[src/rtl/video_pkg.sv]
// Shared video definitions: default 640x480 timing, ARGB4444 field positions
// and the registered video output bundle.
package video_pkg;

    localparam int unsigned DEF_H_ACTIVE = 640;
    localparam int unsigned DEF_H_FP     = 16;
    localparam int unsigned DEF_H_SYNC   = 96;
    localparam int unsigned DEF_H_BP     = 48;
    localparam int unsigned DEF_V_ACTIVE = 480;
    localparam int unsigned DEF_V_FP     = 10;
    localparam int unsigned DEF_V_SYNC   = 2;
    localparam int unsigned DEF_V_BP     = 33;

    localparam int unsigned ADDR_W = 24;
    localparam int unsigned PIX_W  = 16;
    localparam int unsigned NIB_W  = 4;

    localparam int unsigned ARGB_A_LSB = 12;
    localparam int unsigned ARGB_R_LSB = 8;
    localparam int unsigned ARGB_G_LSB = 4;
    localparam int unsigned ARGB_B_LSB = 0;

    typedef struct packed {
        logic             hsync;
        logic             vsync;
        logic             de;
        logic [NIB_W-1:0] r;
        logic [NIB_W-1:0] g;
        logic [NIB_W-1:0] b;
    } vid_out_t;

    localparam vid_out_t VID_BLANK = '{hsync: 1'b1, vsync: 1'b1, de: 1'b0,
                                       r: '0, g: '0, b: '0};

endpackage

[src/rtl/fb_scanout_if.sv]
// Framebuffer stream port: the scanout engine (master) requests words,
// the framebuffer (slave) supplies them.
interface fb_scanout_if;
    import video_pkg::*;

    logic              start_frame;
    logic [ADDR_W-1:0] base_address;
    logic              ena;
    logic [PIX_W-1:0]  data;
    logic              err_underflow;

    modport master (
        output start_frame,
        output base_address,
        output ena,
        input  data,
        input  err_underflow
    );

    modport slave (
        input  start_frame,
        input  base_address,
        input  ena,
        output data,
        output err_underflow
    );

endinterface

[src/rtl/line_buffer.sv]
// Simple dual-port synchronous RAM: one write port, one registered read port.
module line_buffer #(
    parameter int unsigned DEPTH = 128,
    parameter int unsigned WIDTH = 16,
    localparam int unsigned AW = (DEPTH > 1) ? $clog2(DEPTH) : 1
) (
    input  logic             clk_pix,
    input  logic             wr_en,
    input  logic [AW-1:0]    wr_addr,
    input  logic [WIDTH-1:0] wr_data,
    input  logic             rd_en,
    input  logic [AW-1:0]    rd_addr,
    output logic [WIDTH-1:0] rd_data
);

    logic [WIDTH-1:0] mem [DEPTH];

    always_ff @(posedge clk_pix) begin
        if (wr_en) begin
            mem[wr_addr] <= wr_data;
        end
        if (rd_en) begin
            rd_data <= mem[rd_addr];
        end
    end

endmodule

[src/rtl/fb_scanout.sv]
// Video scanout: display timing, one stream fetch per framebuffer pixel,
// SCALE-fold pixel/line replication through a one-line buffer.
module fb_scanout
    import video_pkg::*;
#(
    parameter int unsigned FB_WIDTH  = 128,
    parameter int unsigned FB_HEIGHT = 128,
    parameter int unsigned SCALE     = 2,
    parameter int unsigned H_ACTIVE  = DEF_H_ACTIVE,
    parameter int unsigned H_FP      = DEF_H_FP,
    parameter int unsigned H_SYNC    = DEF_H_SYNC,
    parameter int unsigned H_BP      = DEF_H_BP,
    parameter int unsigned V_ACTIVE  = DEF_V_ACTIVE,
    parameter int unsigned V_FP      = DEF_V_FP,
    parameter int unsigned V_SYNC    = DEF_V_SYNC,
    parameter int unsigned V_BP      = DEF_V_BP
) (
    input  logic              clk_pix,
    input  logic              reset_i,
    input  logic [ADDR_W-1:0] base_address_i,
    fb_scanout_if.master      stream,
    output logic              hsync_o,
    output logic              vsync_o,
    output logic              de_o,
    output logic [NIB_W-1:0]  red_o,
    output logic [NIB_W-1:0]  green_o,
    output logic [NIB_W-1:0]  blue_o,
    output logic              underflow_o
);

    localparam int unsigned H_TOTAL = H_ACTIVE + H_FP + H_SYNC + H_BP;
    localparam int unsigned V_TOTAL = V_ACTIVE + V_FP + V_SYNC + V_BP;
    localparam int unsigned HW      = $clog2(H_TOTAL);
    localparam int unsigned VW      = $clog2(V_TOTAL);
    localparam int unsigned SW      = (SCALE > 1) ? $clog2(SCALE) : 1;
    localparam int unsigned FXW     = $clog2(FB_WIDTH);

    localparam logic [HW-1:0] H_LAST   = HW'(H_TOTAL - 1);
    localparam logic [HW-1:0] H_ACT    = HW'(H_ACTIVE);
    localparam logic [HW-1:0] H_FB_END = HW'(FB_WIDTH * SCALE);
    localparam logic [HW-1:0] HS_BEGIN = HW'(H_ACTIVE + H_FP);
    localparam logic [HW-1:0] HS_END   = HW'(H_ACTIVE + H_FP + H_SYNC);
    localparam logic [VW-1:0] V_LAST   = VW'(V_TOTAL - 1);
    localparam logic [VW-1:0] V_ACT    = VW'(V_ACTIVE);
    localparam logic [VW-1:0] V_FB_END = VW'(FB_HEIGHT * SCALE);
    localparam logic [VW-1:0] VS_BEGIN = VW'(V_ACTIVE + V_FP);
    localparam logic [VW-1:0] VS_END   = VW'(V_ACTIVE + V_FP + V_SYNC);
    localparam logic [SW-1:0] S_LAST   = SW'(SCALE - 1);

    // ---------------- S0: raster counters ----------------
    logic [HW-1:0]  hcnt;
    logic [VW-1:0]  vcnt;
    logic [SW-1:0]  sx;
    logic [SW-1:0]  sy;
    logic [FXW-1:0] fx;

    logic h_last, v_last, in_fb_h, in_fb_v, in_fb;
    logic fetch_slot, lb_rd_en, active, hs_n, vs_n, frame_point;

    always_comb begin
        h_last      = (hcnt == H_LAST);
        v_last      = (vcnt == V_LAST);
        in_fb_h     = (hcnt < H_FB_END);
        in_fb_v     = (vcnt < V_FB_END);
        in_fb       = in_fb_h && in_fb_v;
        fetch_slot  = in_fb && (sx == '0) && (sy == '0);
        lb_rd_en    = in_fb && (sx == '0) && (sy != '0);
        active      = (hcnt < H_ACT) && (vcnt < V_ACT);
        hs_n        = !((hcnt >= HS_BEGIN) && (hcnt < HS_END));
        vs_n        = !((vcnt >= VS_BEGIN) && (vcnt < VS_END));
        frame_point = (hcnt == '0) && (vcnt == V_ACT);
    end

    // sx/fx follow hcnt inside the FB columns; sy follows vcnt inside the FB rows
    always_ff @(posedge clk_pix) begin
        if (reset_i) begin
            hcnt <= '0;
            vcnt <= '0;
            sx   <= '0;
            sy   <= '0;
            fx   <= '0;
        end else if (h_last) begin
            hcnt <= '0;
            sx   <= '0;
            fx   <= '0;
            if (v_last) begin
                vcnt <= '0;
                sy   <= '0;
            end else begin
                vcnt <= vcnt + VW'(1);
                if (in_fb_v) begin
                    sy <= (sy == S_LAST) ? '0 : sy + SW'(1);
                end
            end
        end else begin
            hcnt <= hcnt + HW'(1);
            if (in_fb_h) begin
                if (sx == S_LAST) begin
                    sx <= '0;
                    fx <= fx + FXW'(1);
                end else begin
                    sx <= sx + SW'(1);
                end
            end
        end
    end

    // ---------------- S1: fetch request and pixel context ----------------
    logic           s1_valid, s1_in_fb, s1_active, s1_hs_n, s1_vs_n, s1_sx0, s1_sy0;
    logic [FXW-1:0] s1_fx;

    always_ff @(posedge clk_pix) begin
        if (reset_i) begin
            s1_valid   <= 1'b0;
            stream.ena <= 1'b0;
            s1_in_fb   <= 1'b0;
            s1_active  <= 1'b0;
            s1_hs_n    <= 1'b1;
            s1_vs_n    <= 1'b1;
            s1_sx0     <= 1'b0;
            s1_sy0     <= 1'b0;
            s1_fx      <= '0;
        end else begin
            s1_valid   <= 1'b1;
            stream.ena <= fetch_slot;
            s1_in_fb   <= in_fb;
            s1_active  <= active;
            s1_hs_n    <= hs_n;
            s1_vs_n    <= vs_n;
            s1_sx0     <= (sx == '0);
            s1_sy0     <= (sy == '0);
            s1_fx      <= fx;
        end
    end

    // Read is issued from the S0 column so the stored word is ready alongside S1.
    logic [PIX_W-1:0] lb_rd_data;

    line_buffer #(
        .DEPTH (FB_WIDTH),
        .WIDTH (PIX_W)
    ) u_line_buffer (
        .clk_pix (clk_pix),
        .wr_en   (stream.ena),
        .wr_addr (s1_fx),
        .wr_data (stream.data),
        .rd_en   (lb_rd_en),
        .rd_addr (fx),
        .rd_data (lb_rd_data)
    );

    // ---------------- S2: registered video ----------------
    vid_out_t         vid_q, vid_d;
    logic [PIX_W-1:0] src;
    logic             unused_alpha;

    assign src          = s1_sy0 ? stream.data : lb_rd_data;
    assign unused_alpha = ^src[ARGB_A_LSB +: NIB_W];

    // Within the FB region a non-zero sx means the previous output was the same
    // FB pixel, so the output register itself serves as the hold register.
    always_comb begin
        vid_d = VID_BLANK;
        if (s1_valid) begin
            vid_d.hsync = s1_hs_n;
            vid_d.vsync = s1_vs_n;
            vid_d.de    = s1_active;
            if (s1_in_fb) begin
                if (s1_sx0) begin
                    vid_d.r = src[ARGB_R_LSB +: NIB_W];
                    vid_d.g = src[ARGB_G_LSB +: NIB_W];
                    vid_d.b = src[ARGB_B_LSB +: NIB_W];
                end else begin
                    vid_d.r = vid_q.r;
                    vid_d.g = vid_q.g;
                    vid_d.b = vid_q.b;
                end
            end
        end
    end

    always_ff @(posedge clk_pix) begin
        if (reset_i) begin
            vid_q <= VID_BLANK;
        end else begin
            vid_q <= vid_d;
        end
    end

    assign hsync_o = vid_q.hsync;
    assign vsync_o = vid_q.vsync;
    assign de_o    = vid_q.de;
    assign red_o   = vid_q.r;
    assign green_o = vid_q.g;
    assign blue_o  = vid_q.b;

    // ---------------- frame start, base address, underflow ----------------
    always_ff @(posedge clk_pix) begin
        if (reset_i) begin
            stream.start_frame  <= 1'b0;
            stream.base_address <= base_address_i;
            underflow_o         <= 1'b0;
        end else begin
            stream.start_frame <= frame_point;
            if (frame_point) begin
                stream.base_address <= base_address_i;
            end
            if (stream.err_underflow) begin
                underflow_o <= 1'b1;
            end
        end
    end

endmodule

[src/flat_wrapper.sv]
// flat-port wrapper written by rule: the top's interface ports become plain ports
module fb_scanout_flat import video_pkg::*;
#(
    parameter int unsigned FB_WIDTH  = 128,
    parameter int unsigned FB_HEIGHT = 128,
    parameter int unsigned SCALE     = 2,
    parameter int unsigned H_ACTIVE  = DEF_H_ACTIVE,
    parameter int unsigned H_FP      = DEF_H_FP,
    parameter int unsigned H_SYNC    = DEF_H_SYNC,
    parameter int unsigned H_BP      = DEF_H_BP,
    parameter int unsigned V_ACTIVE  = DEF_V_ACTIVE,
    parameter int unsigned V_FP      = DEF_V_FP,
    parameter int unsigned V_SYNC    = DEF_V_SYNC,
    parameter int unsigned V_BP      = DEF_V_BP
)
  (clk_pix, reset_i, base_address_i, hsync_o, vsync_o, de_o, red_o, green_o, blue_o, underflow_o, stream_start_frame, stream_base_address, stream_ena, stream_data, stream_err_underflow);
  fb_scanout_if stream_i ();
  input  logic clk_pix;
  input  logic reset_i;
  input  logic [ADDR_W-1:0] base_address_i;
  output logic hsync_o;
  output logic vsync_o;
  output logic de_o;
  output logic [NIB_W-1:0] red_o;
  output logic [NIB_W-1:0] green_o;
  output logic [NIB_W-1:0] blue_o;
  output logic underflow_o;
  output wire logic [$bits(stream_i.start_frame)-1:0] stream_start_frame;
  output wire logic [$bits(stream_i.base_address)-1:0] stream_base_address;
  output wire logic [$bits(stream_i.ena)-1:0] stream_ena;
  input wire logic [$bits(stream_i.data)-1:0] stream_data;
  input wire logic [$bits(stream_i.err_underflow)-1:0] stream_err_underflow;
  assign stream_start_frame = stream_i.start_frame;
  assign stream_base_address = stream_i.base_address;
  assign stream_ena = stream_i.ena;
  assign stream_i.data = stream_data;
  assign stream_i.err_underflow = stream_err_underflow;
  fb_scanout #(.FB_WIDTH(FB_WIDTH), .FB_HEIGHT(FB_HEIGHT), .SCALE(SCALE), .H_ACTIVE(H_ACTIVE), .H_FP(H_FP), .H_SYNC(H_SYNC), .H_BP(H_BP), .V_ACTIVE(V_ACTIVE), .V_FP(V_FP), .V_SYNC(V_SYNC), .V_BP(V_BP)) u_core (.clk_pix(clk_pix), .reset_i(reset_i), .base_address_i(base_address_i), .stream(stream_i), .hsync_o(hsync_o), .vsync_o(vsync_o), .de_o(de_o), .red_o(red_o), .green_o(green_o), .blue_o(blue_o), .underflow_o(underflow_o));
endmodule
[config.mk]
export PLATFORM = sky130hd
export DESIGN_NAME = fb_scanout_flat
export DESIGN_NICKNAME = d
export VERILOG_FILES = /design/src/rtl/video_pkg.sv /design/src/rtl/fb_scanout_if.sv /design/src/rtl/line_buffer.sv /design/src/rtl/fb_scanout.sv /design/src/flat_wrapper.sv
export SDC_FILE = /design/constraint.sdc
export NUM_CORES = 2
export LEC_CHECK = 0
export CAP_MARGIN = 40
export CELL_PAD_IN_SITES_DETAIL_PLACEMENT = 1
export CELL_PAD_IN_SITES_GLOBAL_PLACEMENT = 2
export CORE_MARGIN = 2
export CORE_UTILIZATION = 50
export DETAILED_ROUTE_END_ITERATION = 6
export PLACE_DENSITY_LB_ADDON = 0.12
export REMOVE_ABC_BUFFERS = 1
export SETUP_SLACK_MARGIN = 0.05
export SYNTH_ARGS = -nofsm -noshare
export SYNTH_HDL_FRONTEND = slang
export SYNTH_SLANG_ARGS = --single-unit
export TNS_END_PERCENT = 30
[constraint.sdc]
create_clock -name clk_pix -period 3.42 [get_ports clk_pix]
set_clock_uncertainty 0.2 [all_clocks]
set_input_delay 0.855 -clock clk_pix [delete_from_list [all_inputs] [get_ports clk_pix]]
set_output_delay 0.855 -clock clk_pix [all_outputs]
set_load 0.02 [all_outputs]
==> flow_summary.yaml <==
sta:
  min_period_over_period_pct: 96.2
  rsz0062_at_grt: "false"
  setup_viol: 0
  worstMarginPinSlew_ps: 909
  post-route-min-period_ps: 3290
  slew_violations: 0
  slew_headroom_pct: 39.0
  fmax_mhz: 304
  finalHoldViolCount: 0
  holdWs_ps: 221
  setup_ws_ps: 129
worst_setup_path:
  worstPathRequired_ps: 3770
  rrSetupSlack_ps: 130
  reg2reg_depth: 7
  start_kind: "flip-flop"
  crit_cells: 7
  critical_path_class: "flip-flop to flip-flop"
  rr_startpoint: "u_core.fx[0]"
  crit_path_max_fanout: 25
  arrival_ps: 3640
  rr_endpoint: "u_core.u_line_buffer.rd_data[4]"
  end_kind: "flip-flop"
  critPathSlowestCell: "mux4_2"
  crit_chain: "buf_12 > buf_4 > mux4_2 > a211oi_2 > a211oi_1 > buf_4 > o32a_1"
  path_delay_family: "compound AO/OA/AOI/OAI gates"
  path_buf_inv: 3
  cpPeakStageDelay_ps: 540
  path_common_cell: "buf_4"
power_and_ir_drop:
  irDropWorstVdd_mv: 0.655
  clockPowerShare_pct: 42.1
  power_w: 0.0420
  swShare_pct: 21.5
  internal-power_w: 0.0329
  p_sw_w: 0.00902
  comb_power_share_pct: 5.5
  p_leak_nw: 23.0
  powerDensity_nw_per_um2: 574
  p_seq_share_pct: 52.4
cells_and_area:
  final_common_cell: "edfxtp_1"
  syn_to_final_growth_pct: 15.7
  n_fill_cell: 10715
  final_cell_mix: "edfxtp_1, buf_4, mux4_2"
  multiInputGateArea_um2: 13600
  antennaDiodeCount: 0
  regArea_um2: 48400
  layout-drive-gt1-share_pct: 24.4
  fin_nets: 3543
global_route:
  grt_max_degree: 81
  grt_pass1_vias: 33868
  antenna_found_initial: 8
  grt_pass1_wl_mm: 248
  grt_overflow_total: 0
  track_usage_pct: 27.1
clock_tree:
  cts.sinks: 1633
  cts_root_buf: "clkbuf_16"
  cts_tree: "yes"
  cts_htree_levels: 4
  clk_pin_slew_worst_paths_ps: 60
  ctsLongestPathBuffers: 3
  post_cts_buffers: 0
  cts_made_buffers: 167
  clock_latency_ps: 810
placement:
  dp_hpwl_mm: 110
  io_buffers: 80
  gp_congestion: 0.838
  preCtsSetupSlack_ps: -184
floorplan:
  coreArea_um2: 125000
  die_h_um: 359
  die_x_um: 359
  io_pins: 85
  start_util_pct: 50.3
  dieArea_um2: 129000
  rows: 130
logic_synthesis:
  synthFlopType: "edfxtp_1"
  async_reset_ff_share_pct: 0
  synthesis.area_um2: 63100
  netlist.area_leader.share_pct: 74.8
  synth_cell_types: 64
  synth_cells: 3107
  ys_ff_latch: 1633
  yosysTopAreaCell: "edfxtp_1"
  ys_warn_count: 0
  yosys-top-cells-area: "edfxtp_1, mux4_2, mux2i_1, dfxtp_1, nor2_1"
  synth_seq_area_share_pct: 76.7
  synth.avg_cell_area_um2: 20.3
  synth_edf_count: 1572
detailed_routing:
  wl_met1_mm: 72.5
  via_count: 32616
  wl_met2_mm: 82.1
  routedWlPerCell_um: 32.9
  drtPass1Iterations: 5
  drt-total-wl_mm: 174
  via_per_inst: 6.18
  highest_layer: "met5"
  antenna_left: 0
  met3WireLength_mm: 13.8
  drc: 0
  drtIter0Drc: 3973
status:
  outcome: "finished, final reports clean"
run:
  drv_cap: 0
hold_path:
  hold_path_class: "input pin to flip-flop"
  hold_depth: 1
  hp-start: "stream_data[6]"
  whs_endpoint: "u_core.u_line_buffer.mem[47][6]"
-- synth_stat cells, drive strengths merged (33+ instances only) --
master  instances
a211oi         60
a21oi          43
a22o           33
a22oi          56
buf           121
clkbuf         58
dfxtp          61
edfxtp       1572
mux2i         245
mux4          287
nand2          68
nand3          34
nor2          184
-- worst max path at each step --
stage / end / slack (ps) / start
3_3_place_gp: u_core.u_line_buffer.rd_data[4] / -70 / u_core.fx[0]
6_report: u_core.u_line_buffer.rd_data[4] / 130 / u_core.fx[0]
3_5_place_dp: u_core.u_line_buffer.rd_data[4] / -180 / u_core.fx[0]
2_1_floorplan: u_core.u_line_buffer.rd_data[8] / -13910 / u_core.fx[1]
5_1_grt: u_core.u_line_buffer.rd_data[4] / 60 / u_core.fx[0]
4_1_cts: u_core.u_line_buffer.rd_data[4] / 70 / u_core.fx[0]
-- state kept, by name, indices dropped and copies added, names as in the netlist, 4 cells and up --
register	flops
u_core.red_o	4
u_core.vcnt	10
u_core.blue_o	4
u_core.green_o	4
u_core.u_line_buffer.rd_data	12
u_core.s1_fx	7
u_core.stream.base_address	24
u_core.fx	7
u_core.hcnt	10
u_core.u_line_buffer.mem	1536
-- cell type report --
| class | count | area share (%) |
|---|---|---|
| well taps | 1650 | 2.82 |
| flip-flops and latches | 1633 | 66.3 |
| repair buffers | 398 | 4.99 |
| clock inverters | 81 | 1.12 |
| multi-input cells | 1286 | 18.6 |
| clock buffers | 224 | 6.09 |
| inverters | 9 | 0.0462 |
-- metal layers --
metal / vias up / GRT usage [%]
li1: 13616 / -
met2: 1342 / 42.3
met3: 250 / 6.09
met5: - / 0
met4: 4 / 8.55
met1: 17404 / 38.4
-- timing repair --
action,in CTS,in global routing
pin swaps,0,1
hold buffers,0,0
endpoints found under the hold margin,0,0
setup endpoints to repair,3,4
gates resized for setup,3,4
-- stage by stage --
| stage | std cells | util [%] | setup TNS (ps) | cell area, um^2 |
|---|---|---|---|---|
| global route | 5281 | 58.3 | 0 | 73100 |
| detailed placement | 4976 | 54.0 | -355 | 67800 |
| finish | 5281 | 58.3 | 0 | 73100 |
| global placement | 4967 | 54.0 | -106 | 67700 |
| floorplan | 2928 | - | -247960 | 62000 |
| CTS | 5281 | 58.3 | 0 | 73100 |
-- logic make-up after synthesis --
group | synth area share, %
adders and majority gates | 0.0991
and+or+nand+nor | 2.93
DFF | 76.7
buffers and inverters | 1.88
AOI/OAI and AO/OA | 3.86
muxes | 14.2
xor gates and xnor gates | 0.319
-- power by group through the flow --
stage	logic [W]	registers, W	clock network, W
after floorplan	0.00153	0.0227	0
after global placement	0.00224	0.0224	0
after detailed placement	0.00231	0.0224	0
after CTS	0.00232	0.0220	0.0180
after global routing	0.00243	0.0220	0.0187
final	0.00230	0.0220	0.0177
(Power assumes the default switching activity.)
